[config.mk]
export PLATFORM = sky130hd
export DESIGN_NAME = carp_mem_initiator
export DESIGN_NICKNAME = d
export VERILOG_FILES = /design/src/rtl/carp_mem_initiator.sv
export SDC_FILE = /design/constraint.sdc
export NUM_CORES = 1
export LEC_CHECK = 0
export CORE_MARGIN = 4
export CORE_UTILIZATION = 24
export CTS_BUF_LIST = sky130_fd_sc_hd__clkbuf_8
export DETAILED_ROUTE_END_ITERATION = 7
export PLACE_DENSITY_LB_ADDON = 0.05
export SYNTH_ARGS = -nofsm -noshare
export SYNTH_HDL_FRONTEND = slang
export SYNTH_SLANG_ARGS = --single-unit
[constraint.sdc]
create_clock -name clk_i -period 2.7 [get_ports clk_i]
set_input_delay 0.405 -clock clk_i [delete_from_list [all_inputs] [get_ports clk_i]]
set_output_delay 0.405 -clock clk_i [all_outputs]
set_load 0.01 [all_outputs]
[src/rtl/carp_mem_initiator.sv]
// carp_mem_initiator
//
// Request-side master for one port of the CARP byte-write dual-port memory.
// Takes byte-addressed load/store requests from the core, issues a single
// word-addressed memory access with byte-lane strobes, and returns an
// aligned, sign/zero-extended load result or a store acknowledge.
//
// Ports
//   clk_i, rst_ni        clock, asynchronous active-low reset
//   req_valid_i/ready_o  request handshake (ready only while idle)
//   req_we_i             1 = store, 0 = load
//   req_size_i           0 = byte, 1 = half, 2 = word, 3 = illegal
//   req_unsigned_i       load zero-extends when 1, sign-extends when 0
//   req_addr_i           byte address (ADDR_WIDTH+2 bits)
//   req_wdata_i          right-justified store data
//   rsp_valid_o/ready_i  response handshake
//   rsp_rdata_o          extended load data, 0 for stores and errors
//   rsp_err_o            misaligned or illegal-size request
//   mem_en_o             memory enable, combinational in the accept cycle
//   mem_strobe_o         byte-write strobes
//   mem_addr_o           word address
//   mem_data_o           store data replicated across lanes
//   mem_data_i           memory read data, valid one cycle after mem_en_o
module carp_mem_initiator #(
    parameter int unsigned ADDR_WIDTH = 10,
    parameter int unsigned NUM_COL    = 4,
    parameter int unsigned COL_WIDTH  = 8,
    parameter int unsigned DATA_WIDTH = NUM_COL * COL_WIDTH
) (
    input  logic                    clk_i,
    input  logic                    rst_ni,
    input  logic                    req_valid_i,
    output logic                    req_ready_o,
    input  logic                    req_we_i,
    input  logic [1:0]              req_size_i,
    input  logic                    req_unsigned_i,
    input  logic [ADDR_WIDTH+1:0]   req_addr_i,
    input  logic [DATA_WIDTH-1:0]   req_wdata_i,
    output logic                    rsp_valid_o,
    input  logic                    rsp_ready_i,
    output logic [DATA_WIDTH-1:0]   rsp_rdata_o,
    output logic                    rsp_err_o,
    output logic                    mem_en_o,
    output logic [NUM_COL-1:0]      mem_strobe_o,
    output logic [ADDR_WIDTH-1:0]   mem_addr_o,
    output logic [DATA_WIDTH-1:0]   mem_data_o,
    input  logic [DATA_WIDTH-1:0]   mem_data_i
);

    typedef enum logic [1:0] {
        StIdle,
        StWait,
        StResp
    } state_e;

    state_e                  r_state;
    state_e                  w_state_next;

    // Request attributes latched at accept, used when the read data returns.
    logic                    r_we;
    logic [1:0]              r_size;
    logic                    r_uns;
    logic [1:0]              r_off;
    logic                    r_err;

    logic [DATA_WIDTH-1:0]   r_rdata;
    logic [DATA_WIDTH-1:0]   w_rdata_next;
    logic                    r_rsp_err;
    logic                    w_rsp_err_next;

    logic                    w_accept;
    logic                    w_err;
    logic                    w_mem_en;
    logic [NUM_COL-1:0]      w_strobe;
    logic [DATA_WIDTH-1:0]   w_wdata_rep;
    logic [DATA_WIDTH-1:0]   w_lane;
    logic [DATA_WIDTH-1:0]   w_load_data;

    // ------------------------------------------------------------------
    // Request decode (accept cycle)
    // ------------------------------------------------------------------
    assign w_accept = (r_state == StIdle) && req_valid_i;

    always_comb begin
        w_err = 1'b0;
        unique case (req_size_i)
            2'd0:    w_err = 1'b0;
            2'd1:    w_err = req_addr_i[0];
            2'd2:    w_err = (req_addr_i[1:0] != 2'b00);
            default: w_err = 1'b1;
        endcase
    end

    assign w_mem_en = w_accept && !w_err;

    always_comb begin
        w_strobe    = '0;
        w_wdata_rep = req_wdata_i;
        unique case (req_size_i)
            2'd0: begin
                w_strobe    = 4'b0001 << req_addr_i[1:0];
                w_wdata_rep = {NUM_COL{req_wdata_i[COL_WIDTH-1:0]}};
            end
            2'd1: begin
                w_strobe    = req_addr_i[1] ? 4'b1100 : 4'b0011;
                w_wdata_rep = {(NUM_COL / 2){req_wdata_i[2*COL_WIDTH-1:0]}};
            end
            default: begin
                w_strobe    = 4'b1111;
                w_wdata_rep = req_wdata_i;
            end
        endcase
        if (!req_we_i) begin
            w_strobe = '0;
        end
    end

    // Memory-side outputs are forced to zero whenever no access is issued.
    assign mem_en_o     = w_mem_en;
    assign mem_strobe_o = w_mem_en ? w_strobe : '0;
    assign mem_addr_o   = w_mem_en ? req_addr_i[ADDR_WIDTH+1:2] : '0;
    assign mem_data_o   = w_mem_en ? w_wdata_rep : '0;

    // ------------------------------------------------------------------
    // Load extraction (wait cycle). Lane offset is in bytes; lanes are 8 bits.
    // ------------------------------------------------------------------
    assign w_lane = mem_data_i >> {r_off, 3'b000};

    always_comb begin
        w_load_data = mem_data_i;
        unique case (r_size)
            2'd0: w_load_data = r_uns
                ? {{(DATA_WIDTH - COL_WIDTH){1'b0}}, w_lane[COL_WIDTH-1:0]}
                : {{(DATA_WIDTH - COL_WIDTH){w_lane[COL_WIDTH-1]}}, w_lane[COL_WIDTH-1:0]};
            2'd1: w_load_data = r_uns
                ? {{(DATA_WIDTH - 2*COL_WIDTH){1'b0}}, w_lane[2*COL_WIDTH-1:0]}
                : {{(DATA_WIDTH - 2*COL_WIDTH){w_lane[2*COL_WIDTH-1]}},
                   w_lane[2*COL_WIDTH-1:0]};
            default: w_load_data = mem_data_i;
        endcase
    end

    // ------------------------------------------------------------------
    // FSM next state and response registers
    // ------------------------------------------------------------------
    always_comb begin
        w_state_next   = r_state;
        w_rdata_next   = r_rdata;
        w_rsp_err_next = r_rsp_err;
        unique case (r_state)
            StIdle: begin
                if (req_valid_i) begin
                    w_state_next = StWait;
                end
            end
            StWait: begin
                w_rdata_next   = (r_err || r_we) ? '0 : w_load_data;
                w_rsp_err_next = r_err;
                w_state_next   = StResp;
            end
            StResp: begin
                if (rsp_ready_i) begin
                    w_rdata_next   = '0;
                    w_rsp_err_next = 1'b0;
                    w_state_next   = StIdle;
                end
            end
            default: begin
                w_rdata_next   = '0;
                w_rsp_err_next = 1'b0;
                w_state_next   = StIdle;
            end
        endcase
    end

    always_ff @(posedge clk_i or negedge rst_ni) begin
        if (!rst_ni) begin
            r_state   <= StIdle;
            r_we      <= 1'b0;
            r_size    <= 2'd0;
            r_uns     <= 1'b0;
            r_off     <= 2'd0;
            r_err     <= 1'b0;
            r_rdata   <= '0;
            r_rsp_err <= 1'b0;
        end else begin
            r_state   <= w_state_next;
            r_rdata   <= w_rdata_next;
            r_rsp_err <= w_rsp_err_next;
            if (w_accept) begin
                r_we   <= req_we_i;
                r_size <= req_size_i;
                r_uns  <= req_unsigned_i;
                r_off  <= req_addr_i[1:0];
                r_err  <= w_err;
            end
        end
    end

    assign req_ready_o = (r_state == StIdle);
    assign rsp_valid_o = (r_state == StResp);
    assign rsp_rdata_o = r_rdata;
    assign rsp_err_o   = r_rsp_err;

endmodule

==> results by group <==
Setup path
  • Critical path startpoint: req_size_i[0]
  • FF-to-FF path depth: 3
  • CP most frequent cell: clkdlybuf4s50_1
  • Kind of critical path: in -> out
  • CP Data Required Time: 2.30 ns
  • Worst Path Max Fanout: 22
  • Critical path's slowest cell: clkdlybuf4s50_1
  • R2R Path End: rsp_rdata_o[19]$_DFFE_PN0P_
  • Crit path to: mem_data_o[14]
  • Worst path arrival time: 2.20 ns
  • CP endpoint kind: output port
  • R2r setup slk: between 0.5 and 0.6 ns
  • Reg2reg start: r_state[1]$_DFFE_PN0P_
  • Crit-path cells: clkdlybuf4s50_1 > nor3_2 > o21ai_4 > buf_12 > a21oi_1 > clkdlybuf4s50_1
  • Critical Path Source Type: primary input
  • Max stage delay on crit path: around 0.56 ns

CTS
  • Post-CTS setup buffer count: 0
  • CTS Buf Count: 5
  • Clock sinks: 42
  • CTS HTree Levels: 2
  • Worst-Skew Late Latency: 0.30 ns
  • CTS tree: done
  • Clk buf depth: 2
  • Clock transition at path regs: ~0.090 ns
  • Root Driver: clkbuf_8

Finish
  • Final instance area: a little under 5000 um2
  • Share of cells above drive strength 1: 0.1105
  • Most frequent cells in the layout: 158 x clkdlybuf4s50_1, 43 x o21ai_0, 42 x dfrtp_1, 38 x nor2_1, 31 x nand2_1
  • Fin nets: roughly 600
  • P&R area growth vs syn: 65.96%
  • Ant. Diodes: 0
  • Most common cell after layout, fill and taps aside: clkdlybuf4s50_1

Placement
  • Dpl cell area: 4702 um2
  • Port Buf Inserts: 165
  • Final weighted congestion in routability-driven placement: ~0.73
  • Final HPWL DP: around 8.6 mm

Timing
  • Highest clock rate: approximately 0.38 GHz
  • Slew @ Worst Pin: slightly below 1 ns
  • Min cycle time layout: 2.606 ns
  • Skew final: between 0.007 and 0.008 ns
  • Endpoints failing hold: 0
  • Crit share post-route: 0.9650
  • RSZ-0062 raised after global routing: false
  • Setup TNS: 0 ns
  • Final slew viol count: 0
  • Rel. slew slack: 0.3368
  • Finish-stage setup viols: 0

Routing
  • DR vias/cell: ~4.7
  • Drt total wl: about 11 mm
  • Avg WL per Cell: between 15 and 20 um
  • Vias: just over 3000
  • DR iter-0 viols: 120
  • DR pass1 iterations: 4
  • DRC Markers: 0
  • Detail Route Antenna Nets: 0

Pwr
  • Leak pwr: slightly above 2 nW
  • Max VDD drop: 0.0003259 V
  • Pwr Density: 754.8 nW/um2

Synthesis
  • Syn avg cell area: about 8.4 um2
  • Seq/Total Area, Yosys: 0.3624
  • Cells after synthesis: between 300 and 400
  • Post-synth top area share: 0.3624
  • Asr flop ratio synth: 1.000
  • Synthesized cell area: approximately 2900 um2
  • Flops & latches, synth: 42
  • Synthesized Nets: around 430
  • Cell variety after synth: 39
  • Yosys Warn Count: 0
  • Synth top area cells: dfrtp_1 36%, mux2i_1 9.0%, o21ai_0 7.4%
  • Leading area contributor after synthesis: dfrtp_1
  • Prevailing post-synth register cell: dfrtp_1
  • Post-synth EDFFs: 0

Hold path
  • Hold Crit Class: in -> async

Die
  • Initial cell density of the core: 0.2497
  • Die height: around 120 um
  • Core box area: about 12000 um2
  • IO Count: roughly 170
  • Die area: 13910 um2
  • Core Rows: 39
  • Die X: around 120 um

Global route
  • Largest net degree at the start of global routing: between 40 and 50
  • Global route total overflow: 0
  • Vias in the first global route: around 3200
  • Initial antenna violation count: 0
  • First-pass GRT wire length: about 18 mm
  • Gr usage total: 0.1592

Status
  • Status: finished, final reports clean

Run
  • Max-cap violation count: 0
[worst min-delay path by stage]
| stage | to | slack, ns | cells past startpoint |
|---|---|---|---|
| final | rsp_err_o$_DFFE_PN0P_ | 0.25 | 1 |
| after floorplan | r_err$_DFFE_PN0N_ | 0.11 | 0 |
| after CTS | rsp_err_o$_DFFE_PN0P_ | 0.30 | 1 |
| after global placement | rsp_rdata_o[0]$_DFFE_PN0P_ | 0.46 | 2 |
| after global routing | rsp_err_o$_DFFE_PN0P_ | 0.34 | 1 |
| after detailed placement | rsp_rdata_o[0]$_DFFE_PN0P_ | 0.47 | 2 |
[sequential cells by signal, indices dropped and copies added, names as in the netlist]
signal,cells
r_we,1
r_err,1
rsp_rdata_o,32
r_uns,1
r_off,2
r_state,2
r_size,2
rsp_err_o,1
[power breakdown]
group	internal, W	switching [W]	leakage, nW	total (W)
Sequential	0.000893	0.000278	0.561	0.00117
Clock	0.000179	0.000236	0.0493	0.000416
Combinational	0.00105	0.000992	1.47	0.00205
[cells by family after synthesis]
logic type	share of synthesized area
AND/OR/NAND/NOR	0.2218
multiplexers	0.09750
flip-flops	0.3624
buffers and inverters	0.07075
AO/OA/AOI/OAI	0.2446
XOR/XNOR	0.003020
[layer usage]
layer	up-vias	wire, um	global-route usage
met5	-	0	0
met4	0	89	0.02930
met3	6	899	0.05478
met2	100	5322	0.2637
met1	1432	4999	0.2024
li1	1525	-	-
[metrics by stage]
step	total power [W]	setup WS, ns	cells	util	hold slack (ns)
final	0.003633	0.09442	650	0.4145	0.2542
after global routing	0.003918	0.002625	650	0.4145	0.3408
after CTS	0.003689	0.05095	650	0.4123	0.3015
after detailed placement	0.003246	0.08697	642	0.4049	0.4699
after global placement	0.003244	0.09911	642	0.4049	0.4614
after floorplan	0.002254	0.7500	344	-	0.1094
[critical path, delay by kind of cell]
kind	cells	cell delay, ns
buf+inv	3	1.23
simple gates	1	0.31
compound gates	2	0.25
[synthesized netlist by cell type, drive strengths merged, types with 2 or more instances]
cell,number
clkbuf,5
mux2,2
a22o,2
inv,8
nor2b,3
a21oi,26
nand3,8
buf,21
nand2,31
dfrtp,42
nand2b,8
and2,28
o22ai,3
nor2,39
nor3,3
o21ai,55
a22oi,24
mux2i,26
[what timing repair did]
action	CTS	global route
resized for setup	0	10
hold buffers	0	0
setup endpoints to repair	0	26
[cell type report]
type / instances / area [um2]
inverters: 8 / 32.53
clock buffers: 5 / 68.82
well taps: 143 / 178.9
flip-flops and latches: 42 / 1051
clock inverters: 3 / 17.52
fillers: 1200 / 6800
multi-input cells: 268 / 1654
repair buffers: 181 / 1810
No activity file was read; power rests on OpenSTA's default activity.
